`config.mk`:
```
export PLATFORM = sky130hd
export DESIGN_NAME = decode_stage
export DESIGN_NICKNAME = d
export VERILOG_FILES = /design/src/rtl/decode_stage.sv
export SDC_FILE = /design/constraint.sdc
export NUM_CORES = 1
export LEC_CHECK = 0
export ABC_AREA = 0
export BUFFER_PORTS_ARGS = -buffer_cell sky130_fd_sc_hd__buf_2
export CORE_UTILIZATION = 51
export CTS_CLUSTER_SIZE = 12
export DETAILED_ROUTE_END_ITERATION = 12
export GPL_ROUTABILITY_DRIVEN = 0
export PLACE_DENSITY = 0.77
export SLEW_MARGIN = 20
export SYNTH_ARGS = -nofsm -noshare
export SYNTH_HDL_FRONTEND = slang
export SYNTH_SLANG_ARGS = --single-unit
export TNS_END_PERCENT = 5
```
`constraint.sdc`:
```
create_clock -name clk -period 2.3 [get_ports clk]
set_clock_uncertainty 0.15 [all_clocks]
set_input_delay 0.345 -clock clk [delete_from_list [all_inputs] [get_ports clk]]
set_output_delay 0.345 -clock clk [all_outputs]
set_load 0.01 [all_outputs]
```
`src/rtl/decode_stage.sv`:
```
// decode_stage: registered RV32I instruction decoder between fetch and execute.
//
// Maps each 32-bit instruction to an op code. Extracts rd/rs1/rs2 and a
// sign-extended immediate, and flags unsupported encodings as illegal.
// Decoded bundles pass through an output register plus one skid register,
// giving one instruction per cycle under backpressure.
//
// Optional feature macro: DECODE_RV32M_EN (decode the RV32M MUL/DIV group).
//
// Ports:
//   clk, rst_n          clock, asynchronous active-low reset
//   flush               synchronous drop of all buffered instructions
//   in_valid/in_ready   fetch handshake, instr = raw instruction
//   out_valid/out_ready execute handshake
//   op, rd, rs1, rs2    decoded op code and register fields
//   imm, illegal        sign-extended immediate, unsupported-encoding flag
//   cnt_clr             synchronous clear of illegal_cnt
//   illegal_cnt         saturating count of accepted illegal instructions
module decode_stage #(
  parameter int XLEN      = 32,
  parameter int OPWIDTH   = 6,
  parameter int CNT_WIDTH = 16
) (
  input  logic                 clk,
  input  logic                 rst_n,
  input  logic                 flush,
  input  logic                 in_valid,
  output logic                 in_ready,
  input  logic [31:0]          instr,
  output logic                 out_valid,
  input  logic                 out_ready,
  output logic [OPWIDTH-1:0]   op,
  output logic [4:0]           rd,
  output logic [4:0]           rs1,
  output logic [4:0]           rs2,
  output logic [XLEN-1:0]      imm,
  output logic                 illegal,
  input  logic                 cnt_clr,
  output logic [CNT_WIDTH-1:0] illegal_cnt
);

  localparam int BW = OPWIDTH + 15 + XLEN + 1;

  logic [2:0]  f3;
  logic [6:0]  f7;
  logic [31:0] imm_i, imm_s, imm_b, imm_u, imm_j;
  logic [31:0] sel_imm;
  logic [31:0] dec_imm;
  logic [5:0]  dec_op;
  logic        dec_ill;
  logic [BW-1:0] dec_bundle;
  logic        accept;

  logic          out_valid_q, out_valid_d;
  logic          skid_valid_q, skid_valid_d;
  logic          in_ready_q, in_ready_d;
  logic [BW-1:0] out_bundle_q, out_bundle_d;
  logic [BW-1:0] skid_bundle_q, skid_bundle_d;
  logic [CNT_WIDTH-1:0] cnt_q, cnt_d;

  assign f3    = instr[14:12];
  assign f7    = instr[31:25];
  assign imm_i = {{20{instr[31]}}, instr[31:20]};
  assign imm_s = {{20{instr[31]}}, instr[31:25], instr[11:7]};
  assign imm_b = {{19{instr[31]}}, instr[31], instr[7], instr[30:25], instr[11:8], 1'b0};
  assign imm_u = {instr[31:12], 12'h000};
  assign imm_j = {{11{instr[31]}}, instr[31], instr[19:12], instr[20], instr[30:21], 1'b0};

  // Instruction decode: op code 0 doubles as the illegal marker.
  always_comb begin
    dec_op  = 6'd0;
    sel_imm = 32'd0;
    // The full 7-bit opcode match also rejects instr[1:0] != 2'b11.
    case (instr[6:0])
      7'b0010011: begin // OP-IMM
        sel_imm = imm_i;
        case (f3)
          3'b000: dec_op = 6'd4;
          3'b010: dec_op = 6'd5;
          3'b011: dec_op = 6'd6;
          3'b100: dec_op = 6'd7;
          3'b110: dec_op = 6'd8;
          3'b111: dec_op = 6'd9;
          3'b001: if (f7 == 7'b0000000) dec_op = 6'd10; else dec_op = 6'd0;
          3'b101: begin
            if (f7 == 7'b0000000)      dec_op = 6'd11;
            else if (f7 == 7'b0100000) dec_op = 6'd12;
            else                       dec_op = 6'd0;
          end
          default: dec_op = 6'd0;
        endcase
      end
      7'b0110011: begin // OP (R-type, no immediate)
        if (f7 == 7'b0000000) begin
          case (f3)
            3'b000:  dec_op = 6'd13;
            3'b001:  dec_op = 6'd15;
            3'b010:  dec_op = 6'd16;
            3'b011:  dec_op = 6'd17;
            3'b100:  dec_op = 6'd18;
            3'b101:  dec_op = 6'd19;
            3'b110:  dec_op = 6'd21;
            3'b111:  dec_op = 6'd22;
            default: dec_op = 6'd0;
          endcase
        end else if (f7 == 7'b0100000) begin
          case (f3)
            3'b000:  dec_op = 6'd14;
            3'b101:  dec_op = 6'd20;
            default: dec_op = 6'd0;
          endcase
`ifdef DECODE_RV32M_EN
        end else if (f7 == 7'b0000001) begin
          // MUL..REMU are numbered consecutively in funct3 order.
          dec_op = 6'd41 + {3'b000, f3};
`endif
        end else begin
          dec_op = 6'd0;
        end
      end
      7'b0110111: begin dec_op = 6'd23; sel_imm = imm_u; end // LUI
      7'b0010111: begin dec_op = 6'd24; sel_imm = imm_u; end // AUIPC
      7'b1101111: begin dec_op = 6'd25; sel_imm = imm_j; end // JAL
      7'b1100111: begin // JALR
        sel_imm = imm_i;
        if (f3 == 3'b000) dec_op = 6'd26; else dec_op = 6'd0;
      end
      7'b1100011: begin // branches
        sel_imm = imm_b;
        case (f3)
          3'b000:  dec_op = 6'd27;
          3'b001:  dec_op = 6'd28;
          3'b100:  dec_op = 6'd29;
          3'b101:  dec_op = 6'd30;
          3'b110:  dec_op = 6'd31;
          3'b111:  dec_op = 6'd32;
          default: dec_op = 6'd0;
        endcase
      end
      7'b0000011: begin // loads
        sel_imm = imm_i;
        case (f3)
          3'b000:  dec_op = 6'd33;
          3'b001:  dec_op = 6'd34;
          3'b010:  dec_op = 6'd35;
          3'b100:  dec_op = 6'd36;
          3'b101:  dec_op = 6'd37;
          default: dec_op = 6'd0;
        endcase
      end
      7'b0100011: begin // stores
        sel_imm = imm_s;
        case (f3)
          3'b000:  dec_op = 6'd38;
          3'b001:  dec_op = 6'd39;
          3'b010:  dec_op = 6'd40;
          default: dec_op = 6'd0;
        endcase
      end
      default: begin
        dec_op  = 6'd0;
        sel_imm = 32'd0;
      end
    endcase
    // Illegal encodings carry a zero immediate.
    if (dec_op == 6'd0) begin
      dec_ill = 1'b1;
      dec_imm = 32'd0;
    end else begin
      dec_ill = 1'b0;
      dec_imm = sel_imm;
    end
  end

  assign dec_bundle = {OPWIDTH'(dec_op), instr[11:7], instr[19:15], instr[24:20],
                       XLEN'($signed(dec_imm)), dec_ill};

  // in_ready_q tracks "skid empty"; flush masks it in the same cycle.
  assign in_ready = in_ready_q & ~flush;
  assign accept   = in_valid & in_ready;

  // Output/skid buffer next state and illegal counter next state.
  always_comb begin
    out_valid_d   = out_valid_q;
    skid_valid_d  = skid_valid_q;
    out_bundle_d  = out_bundle_q;
    skid_bundle_d = skid_bundle_q;
    if (flush) begin
      out_valid_d  = 1'b0;
      skid_valid_d = 1'b0;
    end else if (!out_valid_q || out_ready) begin
      // Output register is free this cycle; the skid entry is older, so it
      // goes first. accept and skid_valid_q never coincide (in_ready_q).
      if (skid_valid_q) begin
        out_bundle_d = skid_bundle_q;
        out_valid_d  = 1'b1;
        skid_valid_d = 1'b0;
      end else if (accept) begin
        out_bundle_d = dec_bundle;
        out_valid_d  = 1'b1;
      end else begin
        out_valid_d = 1'b0;
      end
    end else begin
      if (accept) begin
        skid_bundle_d = dec_bundle;
        skid_valid_d  = 1'b1;
      end else begin
        skid_valid_d = skid_valid_q;
      end
    end
    in_ready_d = ~skid_valid_d;

    // accept is already blocked during flush, so no extra flush term here.
    if (cnt_clr) begin
      cnt_d = {CNT_WIDTH{1'b0}};
    end else if (accept && dec_ill && (cnt_q != {CNT_WIDTH{1'b1}})) begin
      cnt_d = cnt_q + CNT_WIDTH'(1);
    end else begin
      cnt_d = cnt_q;
    end
  end

  // State registers.
  always_ff @(posedge clk or negedge rst_n) begin
    if (!rst_n) begin
      out_valid_q   <= 1'b0;
      skid_valid_q  <= 1'b0;
      in_ready_q    <= 1'b1;
      out_bundle_q  <= {BW{1'b0}};
      skid_bundle_q <= {BW{1'b0}};
      cnt_q         <= {CNT_WIDTH{1'b0}};
    end else begin
      out_valid_q   <= out_valid_d;
      skid_valid_q  <= skid_valid_d;
      in_ready_q    <= in_ready_d;
      out_bundle_q  <= out_bundle_d;
      skid_bundle_q <= skid_bundle_d;
      cnt_q         <= cnt_d;
    end
  end

  assign out_valid   = out_valid_q;
  assign {op, rd, rs1, rs2, imm, illegal} = out_bundle_q;
  assign illegal_cnt = cnt_q;

endmodule

```
==> flow_summary.toml <==
[outcome]
outcome = "finished with violations"
violations = "setup timing"

[timing]
rsz0062_at_grt = "yes"
post-route-period-util_pct = 128
relSlewSlack_pct = 46.2
fmax_mhz = 340
hold_viol_final = 0
setup_ws_ns = -0.643
drv_slew = 0
holdWs_ns = 0.0182
finalSetupViolCount = 82
tightest_slew_ns = 0.807
fin_crit_ns = 2.94

[global_route]
antenna_found_initial = 0
met1_usage_pct = 38.9
grt_pass1_vias = 6521
grt_usage_pct = 29.9
grt_max_degree = 128
overflow = 0
met2_usage_pct = 47.7
grt_first_pass_wirelength_um = 31500
top_usage_layer = "met2"
grt_use_met3_pct = 5.87

[cts]
numCtsBuffers = 17
clk_latency_ns = 0.41
clockRootBuffer = "clkbuf_16"
cts_max_level = 4
cts.path.max_buffers = 2
cts_tree = "built"
cts_sinks = 127
clk_pin_slew_ns = 0.06

[synthesis]
yosys_warnings = 0
netlist.area_leader.share_pct = 46.8
syn_nets = 810
synth_flop_cell = "dfrtp_1"
synth.distinct_cells = 61
yosysTopAreaCell = "dfrtp_1"
synth_area_per_cell_um2 = 8.86
synth.top_cells.by_area = "dfrtp_1, nand2_1, a21oi_1"
synth-edff-count = 0
ys_seq_area_share_pct = 47.2
syn_area_um2 = 6730
synth_common_cells = "nand2_1, dfrtp_1, a21oi_1, nor2_1, o21ai_0"
synth-seq-cells = 127
ys_async_sr_fraction_pct = 100
yosysMostFrequentCell = "nand2_1"
syn-instance-count = 760

[cells_and_area]
antennaDiodeCount = 0
area_growth_pct = 32.9
final_nets = 978
num-fill-cells = 948
stdcell_area_um2 = 8950
drive_above_1_share_pct = 33.0

[route]
wl_um = 20200
vias = 6806
route.detailed.drc = 0
routedWlPerCell_um = 18.2
drt_first_pass_iters = 6
viasPerCell = 6.12
antenna_left = 0
drt_iter0_markers = 923

[min_path]
hp-class = "input port to flop"

[floorplan]
core.rowCount = 41
die_w_um = 117
io_pins = 110
coreArea_um2 = 12700
die-area_um2 = 13700
initial_core_util_pct = 52.9
die_h_um = 117

[critical_path]
worstPathMaxFanout = 8
cpMaxStageDelayCell = "or4_4"
cp.arrival_ns = 3.13
rrSetupSlack_ns = -0.10
endpoint_kind = "flop"
path_buf_inv = 4
max_stage_delay_ns = 0.51
crit_top_cell = "a21oi_2"
crit_required_ns = 2.49
crit_type = "input port to flop"
worstPathCellList = "buf_8 > clkinvlp_4 > buf_12 > ha_4 > nor3_1 > o2bb2ai_1 > a21oi_2 > nand4_1 > a2111o_1 > or2_4 > buf_6 > or4_4 > a21oi_2"
path_delay_family = "simple AND/OR/NAND/NOR gates"
cp-start-kind = "input port"

[placement]
dp_hpwl_um = 13000
placed_area_um2 = 7990
portBuffers = 109
place_ws_ns = -1.13

[power_and_ir_drop]
total_leakage_power_nw = 4.27
max-vdd-ir-drop_mv = 0.477
cellPowerDensity_nw_per_um2 = 667

[flow_run]
drv_cap = 0
-- layout by cell type, fill, tap and decap left out, drive strengths merged, types with 10 or more instances in the layout --
cell type / instances
a21o: 10
a21oi: 78
a31o: 10
and3: 29
buf: 204
clkbuf: 18
dfrtp: 126
ha: 12
inv: 18
mux2i: 21
nand2: 137
nand2b: 10
nand3: 14
nor2: 51
nor3: 12
o21ai: 50
o31ai: 35
-- cell type report --
type	count	area (µm²)	area share, %
inverter	12	48.8	0.545
timing repair buffer	205	1360	15.2
sequential	127	3180	35.5
clock buffer	18	439	4.91
multi-input combinational	565	3560	39.8
tap	172	215	2.41
clock inverter	14	145	1.62
-- through the flow --
stage	TNS (ns)	power [W]	util (%)	std cells
2_1_floorplan	-39.22	0.00290	-	760
6_report	-36.67	0.00597	70.3	1113
3_3_place_gp	-61.68	0.00324	62.8	1071
3_5_place_dp	-70.66	0.00328	62.8	1071
5_1_grt	-44.02	0.00620	70.3	1113
4_1_cts	-34.91	0.00596	69.0	1112
-- power by group --
group | switching (W) | total [W] | internal, W
Clock | 0.00109 | 0.00264 | 0.00155
Combinational | 0.000510 | 0.000851 | 0.000341
Sequential | 0.0000889 | 0.00248 | 0.00239
-- metal layers --
metal	part of all wire (%)	wire, µm
met5	0	0
met4	4.9	987
met3	8.5	1720
met2	47	9490
met1	40	8020
-- state kept, by name, indices dropped and copies added, names as in the netlist --
register and cells:
out_valid 1, illegal_cnt 16, skid_bundle_q 54, in_ready_q 1, skid_valid_q 1, out_bundle_q 54
-- cell families after synthesis --
| kind of cell | synth area share (%) |
|---|---|
| compound gates | 19.7 |
| buf+inv | 4.31 |
| simple gates | 22.8 |
| fa+ha+maj | 2.23 |
| mux | 3.79 |
| flops | 47.2 |
-- path summary, 6_finish.rpt --
kind / start / end / cells after the start
max: instr[13] / illegal_cnt[7] / 13
min: instr[15] / skid_bundle_q[38] / 3
max reg2reg: illegal_cnt[6] / illegal_cnt[14] / 9
min reg2reg: skid_bundle_q[14] / skid_bundle_q[14] / 2
max in group asynchronous: rst_n / skid_valid_q / 3
min in group asynchronous: rst_n / skid_bundle_q[29] / 3
-- repair_timing --
item	CTS	global route
resized for setup	33	37
buffers inserted	8	1
hold buffers	1	0
endpoints found under the hold margin	126	0
gates cloned	0	0
pin swaps	16	11
setup endpoints to repair	82	83
-- worst reg2reg max path, cell delays in order (launching register included) --
cell	delay, ns
dfrtp_1	0.40
and4_1	0.23
and3_1	0.20
and3_1	0.20
nand3_1	0.09
o21ai_0	0.10
buf_4	0.20
inv_1	0.12
nor4bb_2	0.24
mux2_2	0.36
Power figures use the tool's default switching activity.
